**src/rtl/sd_cmd_pkg.sv**
```systemverilog
// Shared SD CMD-line definitions: CRC7 polynomial, frame length, FSM encoding.
package sd_cmd_pkg;

  localparam int unsigned CMD_FRAME_BITS = 48;
  localparam int unsigned CRC7_W         = 7;
  localparam logic [CRC7_W-1:0] CRC7_POLY = 7'h09;  // x^7 + x^3 + 1

  // Legacy encodings kept visible for tools and waveforms that expect them.
  localparam logic [1:0] ST_IDLE  = 2'd0;
  localparam logic [1:0] ST_SHIFT = 2'd1;
  localparam logic [1:0] ST_DONE  = 2'd2;

  typedef enum logic [1:0] {
    IDLE  = ST_IDLE,
    SHIFT = ST_SHIFT,
    DONE  = ST_DONE
  } sd_cmd_state_e;

  // One serial CRC7 step, MSB-first data.
  function automatic logic [CRC7_W-1:0] crc7_step(input logic [CRC7_W-1:0] crc,
                                                  input logic              din);
    logic fb;
    fb = din ^ crc[CRC7_W-1];
    return {crc[CRC7_W-2:0], 1'b0} ^ (fb ? CRC7_POLY : 7'h00);
  endfunction

endpackage

```
**src/rtl/crc7_serial.sv**
```systemverilog
// Bit-serial CRC7 accumulator, shared by the CMD transmit and response paths.
module crc7_serial
  import sd_cmd_pkg::*;
(
  input  logic              clk_i,
  input  logic              rst_i,
  input  logic              clear_i,
  input  logic              en_i,
  input  logic              din_i,
  output logic [CRC7_W-1:0] crc_o
);

  logic [CRC7_W-1:0] crc_q;
  logic [CRC7_W-1:0] crc_d;
  logic [CRC7_W-1:0] base_c;

  // Clear and enable may coincide: the bit is folded into a freshly zeroed register.
  always_comb begin
    base_c = clear_i ? '0 : crc_q;
    crc_d  = en_i ? crc7_step(base_c, din_i) : base_c;
  end

  // CRC state register with synchronous reset.
  always_ff @(posedge clk_i) begin
    if (rst_i) begin
      crc_q <= '0;
    end else begin
      crc_q <= crc_d;
    end
  end

  assign crc_o = crc_q;

endmodule

```
**src/rtl/sd_cmd_serializer.sv**
```systemverilog
// SD host CMD-line serializer: shifts a frame out MSB-first, optionally
// replacing the low byte with the running CRC7 and the end bit.
module sd_cmd_serializer
  import sd_cmd_pkg::*;
#(
  parameter int unsigned N_BITS = CMD_FRAME_BITS,
  parameter bit          CRC_EN = 1'b1,
  parameter int unsigned CNT_W  = $clog2(N_BITS + 1)
) (
  input  logic              sd_clock,
  input  logic              reset,
  input  logic              enable,
  input  logic              load_send,
  input  logic [N_BITS-1:0] parallel,
  output logic              serial,
  output logic              serial_oe,
  output logic              busy,
  output logic              complete
);

  localparam logic [CNT_W-1:0] LAST_IDX     = CNT_W'(N_BITS - 1);
  localparam logic [CNT_W-1:0] CRC_START    = CNT_W'(N_BITS - 8);
  localparam logic [CNT_W-1:0] CRC_LAST_SEL = CNT_W'(N_BITS - 2);

  sd_cmd_state_e     state_q, state_d;
  logic [N_BITS-1:0] sreg_q, sreg_d;
  logic [CNT_W-1:0]  cnt_q, cnt_d;   // index of the bit currently on the line
  logic              serial_q, serial_d;
  logic              oe_q, oe_d;
  logic              busy_q, busy_d;
  logic              complete_q, complete_d;

  logic              crc_clear_c;
  logic              crc_en_c;
  logic              crc_din_c;
  logic [CRC7_W-1:0] crc_c;
  logic [2:0]        crc_idx_c;

  // The CRC absorbs each data bit as it is put on the line, so it is final
  // by the time the first CRC bit has to be registered onto serial.
  crc7_serial u_crc (
    .clk_i   (sd_clock),
    .rst_i   (reset),
    .clear_i (crc_clear_c),
    .en_i    (crc_en_c),
    .din_i   (crc_din_c),
    .crc_o   (crc_c)
  );

  // Next-state, shift/count update, and registered-output selection.
  always_comb begin
    state_d     = state_q;
    sreg_d      = sreg_q;
    cnt_d       = cnt_q;
    serial_d    = 1'b1;
    oe_d        = 1'b0;
    busy_d      = 1'b0;
    complete_d  = 1'b0;
    crc_clear_c = 1'b0;
    crc_en_c    = 1'b0;
    crc_din_c   = 1'b0;
    crc_idx_c   = 3'(CRC_LAST_SEL - cnt_q);

    if (!enable) begin
      state_d = IDLE;
      cnt_d   = '0;
    end else begin
      case (state_q)
        IDLE, DONE: begin
          if (load_send) begin
            state_d     = SHIFT;
            sreg_d      = parallel;
            cnt_d       = '0;
            crc_clear_c = 1'b1;
          end else begin
            state_d = IDLE;
            cnt_d   = '0;
          end
        end
        SHIFT: begin
          if (cnt_q == LAST_IDX) begin
            state_d = DONE;
            cnt_d   = '0;
          end else begin
            sreg_d = {sreg_q[N_BITS-2:0], 1'b0};
            cnt_d  = cnt_q + CNT_W'(1);
          end
        end
        default: begin
          state_d = IDLE;
          cnt_d   = '0;
        end
      endcase
    end

    // Outputs describe the bit that will be on the line after this edge.
    if (state_d == SHIFT) begin
      oe_d      = 1'b1;
      crc_idx_c = 3'(CRC_LAST_SEL - cnt_d);
      if (CRC_EN && (cnt_d >= CRC_START)) begin
        serial_d = (cnt_d == LAST_IDX) ? 1'b1 : crc_c[crc_idx_c];
      end else begin
        serial_d = sreg_d[N_BITS-1];
      end
      if (CRC_EN && (cnt_d < CRC_START)) begin
        crc_en_c  = 1'b1;
        crc_din_c = sreg_d[N_BITS-1];
      end
    end
    busy_d     = (state_d != IDLE);
    complete_d = (state_d == DONE);
  end

  // State and output registers, synchronous active-high reset.
  always_ff @(posedge sd_clock) begin
    if (reset) begin
      state_q    <= IDLE;
      sreg_q     <= '0;
      cnt_q      <= '0;
      serial_q   <= 1'b1;
      oe_q       <= 1'b0;
      busy_q     <= 1'b0;
      complete_q <= 1'b0;
    end else begin
      state_q    <= state_d;
      sreg_q     <= sreg_d;
      cnt_q      <= cnt_d;
      serial_q   <= serial_d;
      oe_q       <= oe_d;
      busy_q     <= busy_d;
      complete_q <= complete_d;
    end
  end

  assign serial    = serial_q;
  assign serial_oe = oe_q;
  assign busy      = busy_q;
  assign complete  = complete_q;

endmodule

```
**config.mk**
```make
export PLATFORM = sky130hd
export DESIGN_NAME = sd_cmd_serializer
export DESIGN_NICKNAME = d
export VERILOG_FILES = /design/src/rtl/sd_cmd_pkg.sv /design/src/rtl/crc7_serial.sv /design/src/rtl/sd_cmd_serializer.sv
export SDC_FILE = /design/constraint.sdc
export NUM_CORES = 1
export LEC_CHECK = 0
export CAP_MARGIN = 15
export CELL_PAD_IN_SITES_DETAIL_PLACEMENT = 1
export CELL_PAD_IN_SITES_GLOBAL_PLACEMENT = 1
export CORE_MARGIN = 3
export CORE_UTILIZATION = 43
export DETAILED_ROUTE_END_ITERATION = 16
export HOLD_SLACK_MARGIN = 0.06
export PLACE_DENSITY = 0.83
export SYNTH_ARGS = -nofsm -noshare
export SYNTH_HDL_FRONTEND = slang
export SYNTH_HIERARCHICAL = 1
export SYNTH_SLANG_ARGS = --single-unit
```
**constraint.sdc**
```tcl
create_clock -name sd_clock -period 5.2 [get_ports sd_clock]
set_clock_uncertainty 0.05 [all_clocks]
set_input_delay 1.04 -clock sd_clock [delete_from_list [all_inputs] [get_ports sd_clock]]
set_output_delay 1.04 -clock sd_clock [all_outputs]
set_load 0.005 [all_outputs]
```
Yosys cells after proc, flatten, opt, wreduce, memory -nomap -nowiden

Index checks and enable logic that the tools add are counted.

Register bits after elaboration: 67
Input port bits: 52
Logic and storage cells: 57

Add/subtract/negate cells: 2
Magnitude comparators: 3
Eq/ne operators: 8
Muxes and demuxes: 26
Bitwise gates (word level): 3
Reductions and logical operators: 6

Operator list:

| kind                  | count |
|---|---|
| $mux W48              | 3 |
| $pmux W48 S2          | 1 |
| $mux W6               | 3 |
| $mux W7               | 2 |
| $eq A6 B6 Y1 const B  | 2 |
| $mux W1               | 12 |
| $xor A7 B7 Y7         | 1 |
| $add A6 B1 Y6 const B | 1 |
| $ge A6 B6 Y1 const B  | 1 |
| $lt A6 B6 Y1 const B  | 1 |
| $eq A2 B1 Y1 const B  | 2 |
| $eq A2 B2 Y1 const B  | 2 |
| $lt A3 B4 Y1 const B  | 1 |
| $mux W2               | 2 |
| $mux W4               | 1 |
| $ne A2 B2 Y1 const B  | 2 |
| $pmux W2 S2           | 1 |
| $reduce_and A4 Y1     | 1 |
| $reduce_bool A2 Y1    | 2 |
| $reduce_or A2 Y1      | 2 |
| $bmux W1 S3           | 1 |
| $sub A3 B3 Y3 const A | 1 |
| $logic_not A2 Y1      | 1 |
| $not A1 Y1            | 1 |
| $xor A1 B1 Y1         | 1 |

Depth between registers and ports, before layout

Gate-level depths: netlist (run 1).

Depth after elaboration: 11
Depth in mapped cells: 10
Gate-level depth less buffers: 10

Cells and area by module

The synthesis (run 1) kept the hierarchy.

By module, submodules not included:

| module            | times used | cells each | area an instance (sq um) | sequential area each (sq um) |
|---|---|---|---|---|
| sd_cmd_serializer | 1          | 304        | 2840.2                   | 1201.2 |
| crc7_serial       | 1          | 34         | 326.6                    | 140.1 |

Worst setup path after synthesis (run 1)

No wires, ideal clock.

Path type: input to register
Start point: input enable
End point: register serial_q, in the netlist serial
Library setup time: 0.127 ns
Data arrival time: 2.601 ns
Required time: 5.023 ns
Setup slack: 2.421 ns
Cell stages on the path: 10
Path through: buf_4 -> nand3b_2 -> a21oi_1 -> nand2b_1 -> inv_1 -> ha_1 -> or3_1 -> a221o_1 -> nand3_1 -> a31oi_1

Word-level cells in the longest chain between the ends: 6
Elaborated cells between the ends (all ways): 13

RTL lines:

| element                       | line                     | source |
|---|---|---|
| start, declared               | sd_cmd_serializer.sv:12  | `input logic enable,` |
| $mux W6 *                     | sd_cmd_serializer.sv:64  | `if (!enable) begin` |
| named net cnt_d[0]            | sd_cmd_serializer.sv:27  | `logic [CNT_W-1:0] cnt_q, cnt_d;` |
| $sub A3 B3 Y3                 | sd_cmd_serializer.sv:99  | `crc_idx_c = 3'(CRC_LAST_SEL - cnt_d);` |
| $bmux W1 S3                   | sd_cmd_serializer.sv:101 | `serial_d = (cnt_d == LAST_IDX) ? 1'b1 : crc_c[crc_idx_c];` |
| $mux W1 (implied by the code) | sd_cmd_serializer.sv:101 |  |
| $mux W1                       | sd_cmd_serializer.sv:101 |  |
| $mux W1 *                     | sd_cmd_serializer.sv:100 | `if (CRC_EN && (cnt_d >= CRC_START)) begin` |
| end signal, assigned          | sd_cmd_serializer.sv:128 | `serial_q <= serial_d;` |
| end, declared                 | sd_cmd_serializer.sv:28  | `logic serial_q, serial_d;` |

The timed path passes the listed nets; every way through them passes the cells marked *. The select of a mux whose other input is x is not followed.
A chain may end at the register's enable or synchronous reset.

Worst setup path after layout (run 1)

Same ends and word-level chain as after synthesis.

==> results of run 1 <==
==> flip-flops by register name (all words and copies together) (netlist names) <==
signal,count
u_crc/crc_o,7
sreg_q,48
state_q,2
serial,1
complete,1
serial_oe,1
cnt_q,6
busy,1
==> metrics by stage <==
| stage | setup slack, ns | instances | total power [mW] | hold slack, ns | cell area (sq um) |
|---|---|---|---|---|---|
| 2_1_floorplan | 2.42 | 338 | 0.651 | 0.382 | 3170 |
| 3_3_place_gp | 1.97 | 458 | 0.702 | 0.394 | 3640 |
| 3_5_place_dp | 1.89 | 458 | 0.705 | 0.403 | 3640 |
| 4_1_cts | 2.22 | 474 | 1.14 | 0.412 | 3840 |
| 5_1_grt | 1.97 | 474 | 1.18 | 0.445 | 3840 |
| 6_report | 2.19 | 474 | 1.13 | 0.405 | 3840 |
==> logic make-up (layout without fill, tap and decap cells) <==
logic type / count (synthesis) / in the layout / synth area share
AO/OA/AOI/OAI: 115 / 115 / 0.298
AND/OR/NAND/NOR: 99 / 99 / 0.148
flip-flops: 67 / 67 / 0.424
buffers and inverters: 41 / 81 / 0.0786
multiplexers: 7 / 7 / 0.0221
XOR/XNOR: 5 / 5 / 0.0138
adder cells (fa/ha/maj): 4 / 4 / 0.0158
==> power groups by stage <==
stage / Sequential (mW) / Combinational, mW / Clock [mW]
6_report: 0.544 / 0.151 / 0.434
5_1_grt: 0.546 / 0.165 / 0.471
4_1_cts: 0.544 / 0.152 / 0.444
3_5_place_dp: 0.555 / 0.150 / 0
3_3_place_gp: 0.554 / 0.148 / 0
2_1_floorplan: 0.552 / 0.0987 / 0
==> layout make-up <==
| type | count | area, sq um |
|---|---|---|
| fillers | 824 | 3150 |
| multi-input cells | 230 | 1580 |
| flip-flops and latches | 67 | 1340 |
| repair buffers | 60 | 578 |
| clock buffers | 11 | 141 |
| well taps | 96 | 120 |
| clock inverters | 5 | 52.6 |
| inverters | 5 | 18.8 |
==> how the worst min path moves through the flow <==
| stage | start | to | slack, ns | cells after the start |
|---|---|---|---|---|
| 3_3_place_gp | sreg_q[0]$_SDFFE_PP0P_ | sreg_q[0]$_SDFFE_PP0P_ | 0.39 | 2 |
| 3_5_place_dp | sreg_q[0]$_SDFFE_PP0P_ | sreg_q[0]$_SDFFE_PP0P_ | 0.40 | 2 |
| 5_1_grt | sreg_q[0]$_SDFFE_PP0P_ | sreg_q[0]$_SDFFE_PP0P_ | 0.44 | 2 |
| 4_1_cts | sreg_q[0]$_SDFFE_PP0P_ | sreg_q[0]$_SDFFE_PP0P_ | 0.41 | 2 |
| 2_1_floorplan | sreg_q[0]$_SDFFE_PP0P_ | sreg_q[0]$_SDFFE_PP0P_ | 0.38 | 2 |
| 6_report | sreg_q[0]$_SDFFE_PP0P_ | sreg_q[0]$_SDFFE_PP0P_ | 0.41 | 2 |
==> layer usage <==
layer | global-route usage | share of wire
met1 | 0.246 | 0.46
met2 | 0.327 | 0.49
met3 | 0.0509 | 0.050
met4 | 0.0693 | 0.0091
met5 | 0 | 0
==> worst max-delay path, delay by kind of cell <==
kind / cells / cell delay, ns
compound gates: 3 / 0.52
fa+ha+maj: 1 / 0.20
buf+inv: 3 / 0.48
simple gates: 4 / 0.93
==> placed cells by master (no fill, tap or decap), types with 4 or more instances in the layout <==
cell type         n
nand2b_1          5
a22oi_1          47
inv_1             5
dfxtp_1          67
clkdlybuf4s50_1  53
buf_4             5
ha_1              4
nand2_1           8
mux2i_1           7
a22o_1           48
a21oi_1           6
nand3_1           4
clkbuf_8         10
nor2_1           60
nor3_1            6
==> impl_metrics.tcl, run 1 <==
set metrics [dict create \
    status "complete, no violations" \
    r2r_cells 10 \
    p_int_mw 0.843 \
    drt-initial-drc-count 137 \
    endpoint_kind "flip-flop" \
    yosysMostFrequentCell "dfxtp_1" \
    rows 30 \
    worst_slew_pin_slew_ns 0.720 \
    worstReg2RegStart "cnt_q[0]$_SDFF_PP0_" \
    cts_max_path_buffers 2 \
    gp_congestion 0.784 \
    p_comb_frac 0.134 \
    synth-edff-count 0 \
    synth_nets 394 \
    first_pass_iters 4 \
    clk_pin_slew_ns 0.07 \
    worst_ep_required_time_ns 5.37 \
    portBuffers 55 \
    slew_headroom 0.518 \
    syn_area_per_cell_sq_um 9.37 \
    drc 0 \
    yosysTopAreaCellShare 0.424 \
    antenna_cells 0 \
    power_switching_mw 0.286 \
    pwr-share-seq 0.482 \
    drive_above_1_share 0.0794 \
    report.final.slew_viol_count 0 \
    p_per_area_nw_per_um2 294 \
    fin_tns_setup_ns 0 \
    grt_usage 0.197 \
    dieArea_sq_um 8430 \
    syn_area_sq_um 3170 \
    initial_utilization 0.454 \
    netlist-cell-type-count 43 \
    io_pins 56 \
    slowest_stage "or3_1" \
    worst_hold_path_type "reg2reg" \
    cts_buffers 9 \
    crit_end "serial$_SDFF_PP1_" \
    area_delta_synth_final_pct 21.1 \
    path_class "in2reg" \
    irDropWorstVdd_mv 0.139 \
    cts_resized 0 \
    grt.overflow.total 0 \
    swShare 0.253 \
    synth.area.top_cells "dfxtp_1 (42%), a22o_1 (13%), a22oi_1 (11%), nor2_1 (7.1%), buf_6 (2.8%)" \
    p_leak_nw 1.43 \
    yosysSeqAreaShare 0.424 \
    ys_seq_elements 67 \
    postCtsSetupRepairBufs 0 \
    grt_pass1_vias 2818 \
    grt_start_max_net_pins 52 \
    reg2reg_to "u_crc/crc_o[0]$_SDFF_PP0_" \
    cp.arrival_ns 3.18 \
    final_util 0.549 \
    maxCapViolCount 0 \
    cp_cell_sequence "buf_2 -> buf_4 -> nand3b_2 -> a21oi_1 -> nand2b_1 -> inv_1 -> ha_1 -> or3_1 -> a221o_1 -> nand3_1 -> a31oi_1" \
    rsz0062_at_grt "false" \
    ys.flop_type "dfxtp_1" \
    postSynthCellCount 338 \
    yosys-top-cells-count "dfxtp_1 (67), nor2_1 (60), a22o_1 (48)" \
    die_h_microns 91.8 \
    yosys_warnings 6 \
    power_frac_clock 0.385 \
    via_per_inst 5.76 \
    design.core.area_sq_um 6980 \
    dpl.hpwl_microns 4910 \
    startpoint_type "input port" \
    cts_max_level 3 \
    cts-root-buf "clkbuf_8" \
    cts_sinks 67 \
    setup_violations 0 \
    r2r_slack_ns 2.26 \
    crit_path_max_incr_delay_ns 0.44 \
    cp-startpoint "enable" \
    period_minus_slack_ns 3.01 \
    ctsHoldBuffers 0 \
    hold_viol_final 0 \
    crit_path_max_fanout 51 \
    ys_async_sr_fraction 0 \
    num_vias 2728 \
    cts_tree "yes" \
    yosysTopAreaCell "dfxtp_1" \
    antenna_found_initial 0 \
    fin_crit_sh 0.578 \
    grt_pass1_wl_microns 13500 \
    ant_nets 0 \
    wl_per_cell_microns 17.0 \
    clock_latency_ns 0.35 \
    die_x_microns 91.8 \
    fmax_mhz 333 \
    totalWireLength_microns 8060 \
    fin_nets 429 \
]
Power figures use the tool's default switching activity.
==> run 2: changes to the inputs <==
CORE_UTILIZATION = 36   (was 43)
PLACE_DENSITY = 0.74   (was 0.83)
clock period = 2.57 ns   (was 5.2 ns; I/O delays follow)
==> impl_metrics.tcl, run 2 (synthesis gave the netlist of run 1 again) <==
set metrics [dict create \
    status "complete, no violations" \
    dpl.hpwl_microns 5260 \
    totalWireLength_microns 7920 \
    crit_path_max_fanout 5 \
    cp.arrival_ns 2.61 \
    design.core.area_sq_um 8380 \
    drc 0 \
    regArea_sq_um 1340 \
    r2r_slack_ns 0.13 \
    drt-initial-drc-count 121 \
    grt_pass1_vias 2719 \
    setup_violations 0 \
    ctsHoldBuffers 0 \
    met3_length_microns 365 \
    worst_slew_pin_slew_ns 0.543 \
    cts_max_path_buffers 2 \
    worst_ep_required_time_ns 2.74 \
    cts_sinks 67 \
    grt_usage 0.157 \
    wl_met1_microns 3640 \
    r2r_cells 10 \
    via_per_inst 5.64 \
    report.final.slew_viol_count 0 \
    die_x_microns 99.8 \
    area_delta_synth_final_pct 24.8 \
    min_to "sreg_q[0]$_SDFFE_PP0P_" \
    p_leak_nw 1.49 \
    fin_tns_setup_ns 0 \
    endpoint_kind "flip-flop" \
    largest-register "sreg_q" \
    crit_family "simple AND/OR/NAND/NOR gates" \
    maxCapViolCount 0 \
    path_class "reg2reg" \
    hold_viol_final 0 \
    mostFrequentLayoutCells "dfxtp_1 (66), nor2_1 (60), clkdlybuf4s50_1 (53), a22o_1 (48), a22oi_1 (47)" \
    first_pass_iters 4 \
    n_fill_cell 954 \
    worst_hold_path_type "reg2reg" \
    min_from "sreg_q[0]$_SDFFE_PP0P_" \
    grt_pass1_wl_microns 12800 \
    rsz0062_at_grt "false" \
    worstHoldPathCells 2 \
    period_minus_slack_ns 2.44 \
    irDropWorstVdd_mv 0.283 \
    layout_commonest_cell "dfxtp_1" \
    cts-root-buf "clkbuf_8" \
    slowest_stage "or3_1" \
    die_h_microns 99.8 \
    cts_max_level 3 \
    p_per_area_nw_per_um2 610 \
    cp_cell_sequence "ha_4 -> and4b_2 -> a21oi_1 -> nand2b_1 -> inv_1 -> ha_1 -> or3_1 -> a221o_1 -> nand3_1 -> a31oi_1" \
    fin_crit_sh 0.948 \
    grt_start_max_net_pins 50 \
    io_pins 56 \
    cts_buffers 9 \
    cp-startpoint "cnt_q[1]$_SDFF_PP0_" \
    startpoint_type "flip-flop" \
    wl_per_cell_microns 16.1 \
    antenna_found_initial 0 \
    clk_pin_slew_ns 0.08 \
    grt.overflow.total 0 \
    fmax_mhz 411 \
    reg2reg_to "serial$_SDFF_PP1_" \
    fin_nets 437 \
    largest_reg_flops 48 \
    crit_path_max_incr_delay_ns 0.44 \
    cts_tree "yes" \
    initial_utilization 0.378 \
    dieArea_sq_um 9960 \
    met2_length_microns 3830 \
    clock_latency_ns 0.34 \
    postCtsSetupRepairBufs 0 \
    final_util 0.472 \
    portBuffers 55 \
    drive_above_1_share 0.106 \
    routed.top_layer "met4" \
    antenna_cells 0 \
    slew_headroom 0.638 \
    ant_nets 0 \
    multi_input_area_sq_um 1600 \
    gp_congestion 0.761 \
    num_vias 2767 \
    rows 33 \
    cp_num_buf_inv 1 \
    worstReg2RegStart "cnt_q[1]$_SDFF_PP0_" \
]
run 2: worst reg2reg max path, stage by stage, from the launching register on:
cell,delay (ns)
dfxtp_1,0.38
ha_4,0.17
and4b_2,0.29
a21oi_1,0.10
nand2b_1,0.12
inv_1,0.07
ha_1,0.19
or3_1,0.44
a221o_1,0.35
nand3_1,0.08
a31oi_1,0.07
run 2: final cells by class:
class,instances,area share
Clock buffer,10,0.0348
Sequential cell,67,0.340
Clock inverter,6,0.0222
Timing Repair Buffer,68,0.161
Inverter,5,0.00475
Multi-Input combinational cell,230,0.404
Tap cell,105,0.0332
run 2: where the power goes:
part / internal [mW] / switching, mW
Sequential: 1.08 / 0.0228
Combinational: 0.165 / 0.146
Clock: 0.575 / 0.424
run 2: routing by layer:
layer / up-vias / global-route usage
met5: - / 0
met4: 0 / 0.0473
met3: 6 / 0.0417
met2: 46 / 0.265
met1: 1381 / 0.195
li1: 1334 / -
run 2: worst max path at each step:
stage / endpoint / slack, ns / cells past startpoint
6_report: serial$_SDFF_PP1_ / 0.13 / 10
3_3_place_gp: serial$_SDFF_PP1_ / 0.17 / 10
2_1_floorplan: serial$_SDFF_PP1_ / 0.22 / 10
5_1_grt: serial$_SDFF_PP1_ / 0.01 / 10
4_1_cts: serial$_SDFF_PP1_ / 0.03 / 10
3_5_place_dp: serial$_SDFF_PP1_ / 0.05 / 10
run 2: through the flow:
step / total power, mW / hold slack (ns) / setup slack [ns] / std cells / cell area, sq um
after global routing: 2.52 / 0.441 / 0.0106 / 491 / 3950
final: 2.41 / 0.421 / 0.134 / 491 / 3950
after floorplan: 1.32 / 0.382 / 0.224 / 338 / 3170
after CTS: 2.45 / 0.425 / 0.0319 / 491 / 3940
after global placement: 1.43 / 0.395 / 0.170 / 475 / 3710
after detailed placement: 1.44 / 0.401 / 0.0506 / 475 / 3710
run 2: timing repair:
| action | 4_1_cts | 5_1_grt |
|---|---|---|
| endpoints found under the hold margin | 0 | 0 |
| endpoints found under the setup margin | 0 | 2 |
| resized for setup | 0 | 3 |
